--- src/rtl/mux4_arb_pkg.sv ---
// Shared types and constants for the 4-requester round-robin arbiter.
package mux4_arb_pkg;

  localparam int unsigned NUM_REQ = 4;
  localparam int unsigned SEL_W   = 2;
  localparam int unsigned HOLD_W  = 4;

  typedef enum logic {
    IDLE = 1'b0,
    BUSY = 1'b1
  } arb_state_e;

  // Registered grant bundle driven to the shared channel.
  typedef struct packed {
    logic [NUM_REQ-1:0] gnt;
    logic [SEL_W-1:0]   sel;
    logic               valid;
  } grant_t;

endpackage

--- src/rtl/rr_pick4.sv ---
// Combinational round-robin picker: first set request at or after ptr, wrapping 3 -> 0.
module rr_pick4
  import mux4_arb_pkg::*;
(
  input  logic [NUM_REQ-1:0] req,
  input  logic [SEL_W-1:0]   ptr,
  output logic [NUM_REQ-1:0] win_oh,
  output logic [SEL_W-1:0]   win_idx,
  output logic               win_any
);

  // Walk offsets from farthest to nearest so the nearest hit is assigned last.
  always_comb begin
    win_idx = '0;
    win_any = 1'b0;
    for (int k = int'(NUM_REQ) - 1; k >= 0; k--) begin
      if (req[ptr + SEL_W'(k)]) begin
        win_idx = ptr + SEL_W'(k);
        win_any = 1'b1;
      end
    end
    win_oh = win_any ? (NUM_REQ'(1) << win_idx) : '0;
  end

endmodule

--- src/rtl/mux4_rr_arbiter.sv ---
// Round-robin arbiter owning a shared 4:1 data mux with registered one-hot grant.
// Define MUX4_ARB_HOLD_EN to let an owner keep the grant for up to MAX_HOLD cycles.
module mux4_rr_arbiter
  import mux4_arb_pkg::*;
#(
  parameter int unsigned MAX_HOLD = 4
) (
  input  logic       clk,
  input  logic       rst_n,
  input  logic [3:0] req,
  input  logic [3:0] i,
  output logic [3:0] gnt,
  output logic       s1,
  output logic       s0,
  output logic       valid,
  output logic       y
);

  if (MAX_HOLD == 0 || MAX_HOLD > 15) begin : g_max_hold_check
    $error("MAX_HOLD must be within 1..15");
  end

  arb_state_e         state_q, state_d;
  grant_t             grant_q, grant_d;
  logic [SEL_W-1:0]   ptr_q, ptr_d;
  logic [NUM_REQ-1:0] pick_oh;
  logic [SEL_W-1:0]   pick_idx;
  logic               pick_any;
  logic               rearb;

  rr_pick4 u_pick (
    .req     (req),
    .ptr     (ptr_q),
    .win_oh  (pick_oh),
    .win_idx (pick_idx),
    .win_any (pick_any)
  );

`ifdef MUX4_ARB_HOLD_EN
  localparam logic [HOLD_W-1:0] HOLD_MAX = HOLD_W'(MAX_HOLD);

  logic [HOLD_W-1:0] hold_q, hold_d;

  // Owner keeps the channel while it still requests and has budget left.
  always_comb begin
    rearb = 1'b1;
    if (state_q == BUSY && req[grant_q.sel] && hold_q != HOLD_MAX) begin
      rearb = 1'b0;
    end
  end

  always_ff @(posedge clk) begin
    if (!rst_n) begin
      hold_q <= '0;
    end else begin
      hold_q <= hold_d;
    end
  end
`else
  // Without hold, every edge is an arbitration point.
  always_comb begin
    rearb = 1'b1;
  end
`endif

  // State register.
  always_ff @(posedge clk) begin
    if (!rst_n) begin
      state_q <= IDLE;
    end else begin
      state_q <= state_d;
    end
  end

  // Next-state logic.
  always_comb begin
    state_d = state_q;
    unique case (state_q)
      IDLE:    if (pick_any) state_d = BUSY;
      BUSY:    if (rearb && !pick_any) state_d = IDLE;
      default: state_d = IDLE;
    endcase
  end

  // Next values of the registered grant, pointer and hold count; sel holds when idle.
  always_comb begin
    grant_d = grant_q;
    ptr_d   = ptr_q;
`ifdef MUX4_ARB_HOLD_EN
    hold_d  = hold_q;
`endif
    if (rearb) begin
      if (pick_any) begin
        grant_d.gnt   = pick_oh;
        grant_d.sel   = pick_idx;
        grant_d.valid = 1'b1;
        ptr_d         = pick_idx + SEL_W'(1);
`ifdef MUX4_ARB_HOLD_EN
        hold_d        = HOLD_W'(1);
`endif
      end else begin
        grant_d.gnt   = '0;
        grant_d.valid = 1'b0;
      end
    end else begin
`ifdef MUX4_ARB_HOLD_EN
      hold_d = hold_q + HOLD_W'(1);
`endif
    end
  end

  always_ff @(posedge clk) begin
    if (!rst_n) begin
      grant_q <= '0;
      ptr_q   <= '0;
    end else begin
      grant_q <= grant_d;
      ptr_q   <= ptr_d;
    end
  end

  assign gnt   = grant_q.gnt;
  assign s1    = grant_q.sel[1];
  assign s0    = grant_q.sel[0];
  assign valid = grant_q.valid;
  assign y     = grant_q.valid & i[grant_q.sel];

endmodule

--- config.mk ---
export PLATFORM = sky130hd
export DESIGN_NAME = mux4_rr_arbiter
export DESIGN_NICKNAME = d
export VERILOG_FILES = /design/src/rtl/mux4_arb_pkg.sv /design/src/rtl/rr_pick4.sv /design/src/rtl/mux4_rr_arbiter.sv
export SDC_FILE = /design/constraint.sdc
export NUM_CORES = 1
export LEC_CHECK = 0
export BUFFER_PORTS_ARGS = -buffer_cell sky130_fd_sc_hd__buf_2
export CAP_MARGIN = 5
export CORE_AREA = 8 8 45 47
export DETAILED_ROUTE_END_ITERATION = 8
export DIE_AREA = 0 0 53 55
export GPL_TIMING_DRIVEN = 0
export HOLD_SLACK_MARGIN = 0.1
export PLACE_DENSITY = 0.59
export SKIP_CTS_REPAIR_TIMING = 1
export SLEW_MARGIN = 30
export SYNTH_ARGS = -nofsm -noshare
export SYNTH_HDL_FRONTEND = slang
export SYNTH_SLANG_ARGS = --single-unit
--- constraint.sdc ---
create_clock -name clk -period 2.7 [get_ports clk]
set_clock_uncertainty 0.15 [all_clocks]
set_input_delay 0.135 -clock clk [delete_from_list [all_inputs] [get_ports clk]]
set_output_delay 0.135 -clock clk [all_outputs]
set_load 0.01 [all_outputs]
==> run metrics, run 1 <==
Final Cell Area=563 um2; Num CTS Buffers=3; Chip Height=55 um; grt total ovfl=0; critical path class=reg2out; Worst-Skew Late Latency=0.27 ns; Leak Pwr=0.264 nW; crit-path max cell delay=~0.50 ns; Final setup viols=0; endpoint class of the critical path=output pin; die area=2920 um2; Clock Path Buffers=2; Clk pwr share=between 20 and 30%; synthesized area=410 um2; Max Slew Vio Count=0; First-pass DRT Iterations=2; Ys Warns=0; placed inst area=515 um2; worst vdd ir=235 uV; Post-Route WL=1010 um; register area share after synthesis=43.9%; critical path arrival=about 1.4 ns; Synth area leader=dfxtp_1; Least-Margin Pin Slew=0.600 ns; Clock Pin Slew Worst Setup and Hold Paths=0.07 ns; core area=roughly 1400 um2; Rel. slew slack=59.6%; floorplan row count=14; share of layout cells above drive strength 1=50.0%; final worst slack=0.974 ns; Reg power frac=44.5%; DR DRC count=0; Initial Util=between 20% and 30%; Post-synth top cells=9 x dfxtp_1, 4 x nand2_1, 3 x a21oi_1; Startpoint Class=flop; area grow syn2layout=37.2%; outcome=finished clean; post-DR vias/cell=4.71; WL per Instance=12.6 um; Tmin final=between 1.5 and 2 ns; CTS root buf=clkbuf_4; remaining antenna violation count=0; total track usage=7.75%; number of global-route vias before repair=roughly 390; top post-synthesis cells by area=dfxtp_1 44%, mux4_2 5.5%, a211o_4 4.3%; #FFs+latches synth=9; CP max FO=3; post-synth top area share=43.9%; io pins=18; Switching Power=0.000115 W; Cell variety after synth=24; Iter 0 DRT Violations=2; setup TNS=0 ns; H-tree levels=1; MaxCap Viol Count=0; Synth async-reset ratio=0%; Vias=377; maximum clock frequency=579 MHz; Hold Violations, Final=0; Mapped Avg Cell Area=10.0 um2; initial antenna violation count=0; diodes inserted=0; EDFF count, synth=0; period utilization=63.9%; Final nets=75; # port buffers=17; die width=approximately 53 um; first-pass GRT wire length=1610 um; Place WS=roughly 1.2 ns; Synth Instances=between 40 and 50; count leader, synth=dfxtp_1; Logic pwr share=26.9%; final RePlAce weighted congestion=0.710; largest net degree at the start of global routing=8; Pwr Density=~660 nW/um2; CP required=approximately 2.4 ns; CP max-delay cell=mux4_2; DP HPWL=764 um; CTS tree=yes; CTS sink count=9; Int Pwr=around 0.00026 W; Post-Synthesis Net Count=51; critical path's top delay family=multiplexers; CP cell instances=mux4_2, and2_1, buf_2; Synth Flop Type=dfxtp_1; Buf/Inv on CP=1; Hold Path Class=in2reg; sw frac=30.8%; RSZ-0062 raised after global routing=false
-- registers in the layout, summed over array words and instances, names as in the netlist --
name	flops
gnt	4
ptr_q	2
s0	1
s1	1
valid	1
-- tightest hold or removal path, delay by kind of cell --
family                 cells  cell delay (ns)
AND/OR/NAND/NOR            1             0.14
buffers and inverters      1             0.12
AO/OA/AOI/OAI              1             0.05
-- power by group through the flow --
stage                     sequential [W]  combinational [W]  clock, W
after floorplan                 0.000173          0.0000591         0
after global placement          0.000167          0.0000977         0
after detailed placement        0.000168          0.0000991         0
after CTS                       0.000166          0.0000996  0.000110
after global routing            0.000169           0.000110  0.000116
final                           0.000166           0.000100  0.000107
-- metrics by stage --
| step | hold slack (ns) | cells | total power (W) | util, % |
|---|---|---|---|---|
| 2_1_floorplan | 0.119 | 41 | 0.000232 | - |
| 3_3_place_gp | 0.275 | 74 | 0.000264 | 37.3 |
| 3_5_place_dp | 0.287 | 74 | 0.000268 | 37.3 |
| 4_1_cts | 0.000370 | 78 | 0.000376 | 39.2 |
| 5_1_grt | 0.100 | 80 | 0.000395 | 40.7 |
| 6_report | 0.0783 | 80 | 0.000373 | 40.7 |
-- kinds of logic after synthesis --
logic type / share of synthesized area (%)
buffers and inverters: 2.74
AO/OA/AOI/OAI: 22.3
multiplexers: 5.49
flip-flops: 43.9
AND/OR/NAND/NOR: 23.5
XOR/XNOR: 2.13
-- cells in the final DEF, fill, tap and decap left out, types with 2 or more instances in the layout --
cell type,instances
buf_2,17
dfxtp_1,9
nand2_1,4
a21oi_1,3
clkbuf_4,3
nand2b_1,2
a21boi_0,2
inv_2,2
nor2_1,2
dlygate4sd3_1,2
-- routing by layer --
metal | GRT usage (%) | part of all wire, %
met5 | 0 | 0
met4 | 5.17 | 3.1
met3 | 4.01 | 12
met2 | 12.7 | 43
met1 | 7.56 | 41
-- cell type report --
cell class	instances	area, um2
clock buffers	3	22.5
repair buffers	19	105
clock inverters	1	5.00
inverters	3	11.3
multi-input cells	29	219
well taps	16	20.0
flip-flops and latches	9	180
fillers	148	821
-- final timing paths --
kind | from | to | slack, ns | cells after the start
worst max-delay path | s0$_SDFFE_PN0P_ | y | 0.97 | 3
worst min-delay path | req[2] | ptr_q[1]$_SDFFE_PN0P_ | 0.08 | 3
worst max register to register | ptr_q[0]$_SDFFE_PN0P_ | ptr_q[1]$_SDFFE_PN0P_ | 1.19 | 5
worst min register to register | s1$_SDFFE_PN0P_ | s1$_SDFFE_PN0P_ | 0.34 | 2
Note: power is estimated with default switching activity, not from simulation.
==> run 2, diff against run 1 <==
--- a/config.mk
+++ b/config.mk
@@ -12,7 +12,7 @@
 export DIE_AREA = 0 0 53 55
 export GPL_TIMING_DRIVEN = 0
 export HOLD_SLACK_MARGIN = 0.1
-export PLACE_DENSITY = 0.59
+export PLACE_DENSITY = 0.61
 export SKIP_CTS_REPAIR_TIMING = 1
 export SLEW_MARGIN = 30
 export SYNTH_ARGS = -nofsm -noshare
==> constraint.sdc (replaced) <==
create_clock -name clk -period 1.5 [get_ports clk]
set_clock_uncertainty 0.15 [all_clocks]
set_input_delay 0.075 -clock clk [delete_from_list [all_inputs] [get_ports clk]]
set_output_delay 0.075 -clock clk [all_outputs]
set_load 0.01 [all_outputs]
==> run 2 against run 1 <==
- the run now ends with negative setup slack left
- worst hold slack got worse by 0.044 ns
- sequential power rose by 81%
- sequential cell count did not move
- critical path type unchanged
- largest power group unchanged
==> run metrics, run 2 (synthesized netlist as in run 1, its figures left out) <==
Clock Path Buffers=2; Clock Pin Slew Worst Setup and Hold Paths=0.06 ns; placed inst area=a little over 500 um2; die area=2920 um2; grt total ovfl=0; Final nets=between 70 and 80; Vias=402; CP required=1.27 ns; Startpoint Class=flop; area grow syn2layout=43.9%; CTS tree=yes; diodes inserted=0; core area=1380 um2; WL per Instance=between 10 and 15 um; io pins=18; critical path arrival=approximately 1.4 ns; Initial Util=29.7%; outcome=finished, violations left; Final setup viols=1; die width=~53 um; max FFs per register=4; Int Pwr=~0.00048 W; floorplan row count=14; commonest non-fill, non-tap cells in the layout=16 x buf_2, 7 x dfxtp_1, 4 x nand2_1; Hold Path Class=in2reg; total track usage=under 10%; First-pass DRT Iterations=4; commonest non-fill, non-tap cell in the layout=buf_2; Pwr Density=~1200 nW/um2; Post-Route WL=1020 um; fin util=between 40% and 50%; grt met2 use=8.98%; area of the multi-input gates=about 220 um2; maximum clock frequency=628 MHz; Hold Violations, Final=0; CTS sink count=9; final RePlAce weighted congestion=about 0.69; Logic pwr share=~28%; M3 GR Usage=3.48%; first-pass GRT wire length=1370 um; Reg power frac=43.5%; Filler cells=141; period utilization=106%; # port buffers=17; Switching Power=0.000208 W; worst vdd ir=450 uV; DR DRC count=0; H-tree levels=1; Max Slew Vio Count=0; met1 usage=6.91%; RSZ-0062 raised after global routing=true; post-DR vias/cell=4.90; final worst slack=-0.0926 ns; CTS root buf=clkbuf_4; sw frac=~30%; Least-Margin Pin Slew=0.552 ns; Rel. slew slack=62.9%; gr busiest metal=met2; Leak Pwr=around 0.27 nW; Num CTS Buffers=3; MaxCap Viol Count=0; register area=roughly 180 um2; Place WS=0.0355 ns; critical path class=reg2out; share of layout cells above drive strength 1=54.5%; number of global-route vias before repair=340; Clk pwr share=28.2%; Tmin final=1.59 ns; endpoint class of the critical path=output pin; largest net degree at the start of global routing=8; initial antenna violation count=0; CP max FO=3; Final Cell Area=591 um2; Worst-Skew Late Latency=0.27 ns; Iter 0 DRT Violations=5; Chip Height=55 um; remaining antenna violation count=0; failing checks=negative setup slack
[run 2: changes by cell type in the layout (fill, tap and decap cells not counted), sizes merged]
cell and change:
dlygate4sd3 +1, clkbuf +1, buf +1, clkinv -1
[run 2: path summary, 6_finish.rpt]
path                            slack (ns)  cells after the start                   from                    end
worst max register to register        0.06                      5  ptr_q[0]$_SDFFE_PN0P_  ptr_q[1]$_SDFFE_PN0P_
worst min-delay path                  0.03                      4                 req[1]        s0$_SDFFE_PN0P_
worst max-delay path                 -0.09                      3        s0$_SDFFE_PN0P_                      y
worst min register to register        0.35                      2        s1$_SDFFE_PN0P_        s1$_SDFFE_PN0P_
[run 2: routing by layer]
| metal | wire length (um) | share of wire (%) |
|---|---|---|
| met4 | 17 | 1.7 |
| met3 | 117 | 11 |
| met2 | 465 | 45 |
| met1 | 423 | 41 |
| met5 | 0 | 0 |
[run 2: power by group through the flow]
stage	sequential [W]	combinational, W	clock, W
global placement	0.000301	0.000175	0
global route	0.000306	0.000210	0.000209
CTS	0.000296	0.000178	0.000192
finish	0.000300	0.000195	0.000195
floorplan	0.000311	0.000106	0
detailed placement	0.000302	0.000178	0
[run 2: worst max-delay path, stage by stage, from the launching register on]
cell	delay [ns]
dfxtp_2	0.34
mux4_2	0.50
and2_4	0.15
buf_6	0.11
[run 2: area by class of cell]
type	instances	area share, %
repair buffers	21	21.8
inverters	3	1.91
flip-flops and latches	9	30.9
multi-input cells	29	37.5
clock buffers	4	4.45
well taps	16	3.39
[run 2: stage by stage]
step / TNS (ns) / instances / total power (W) / hold slack, ns
after floorplan: 0 / 41 / 0.000417 / 0.0586
after global placement: 0 / 74 / 0.000475 / 0.226
after detailed placement: 0 / 74 / 0.000479 / 0.227
after CTS: -0.171 / 78 / 0.000667 / -0.0550
after global routing: -0.134 / 82 / 0.000725 / 0.0852
final: -0.0926 / 82 / 0.000690 / 0.0346
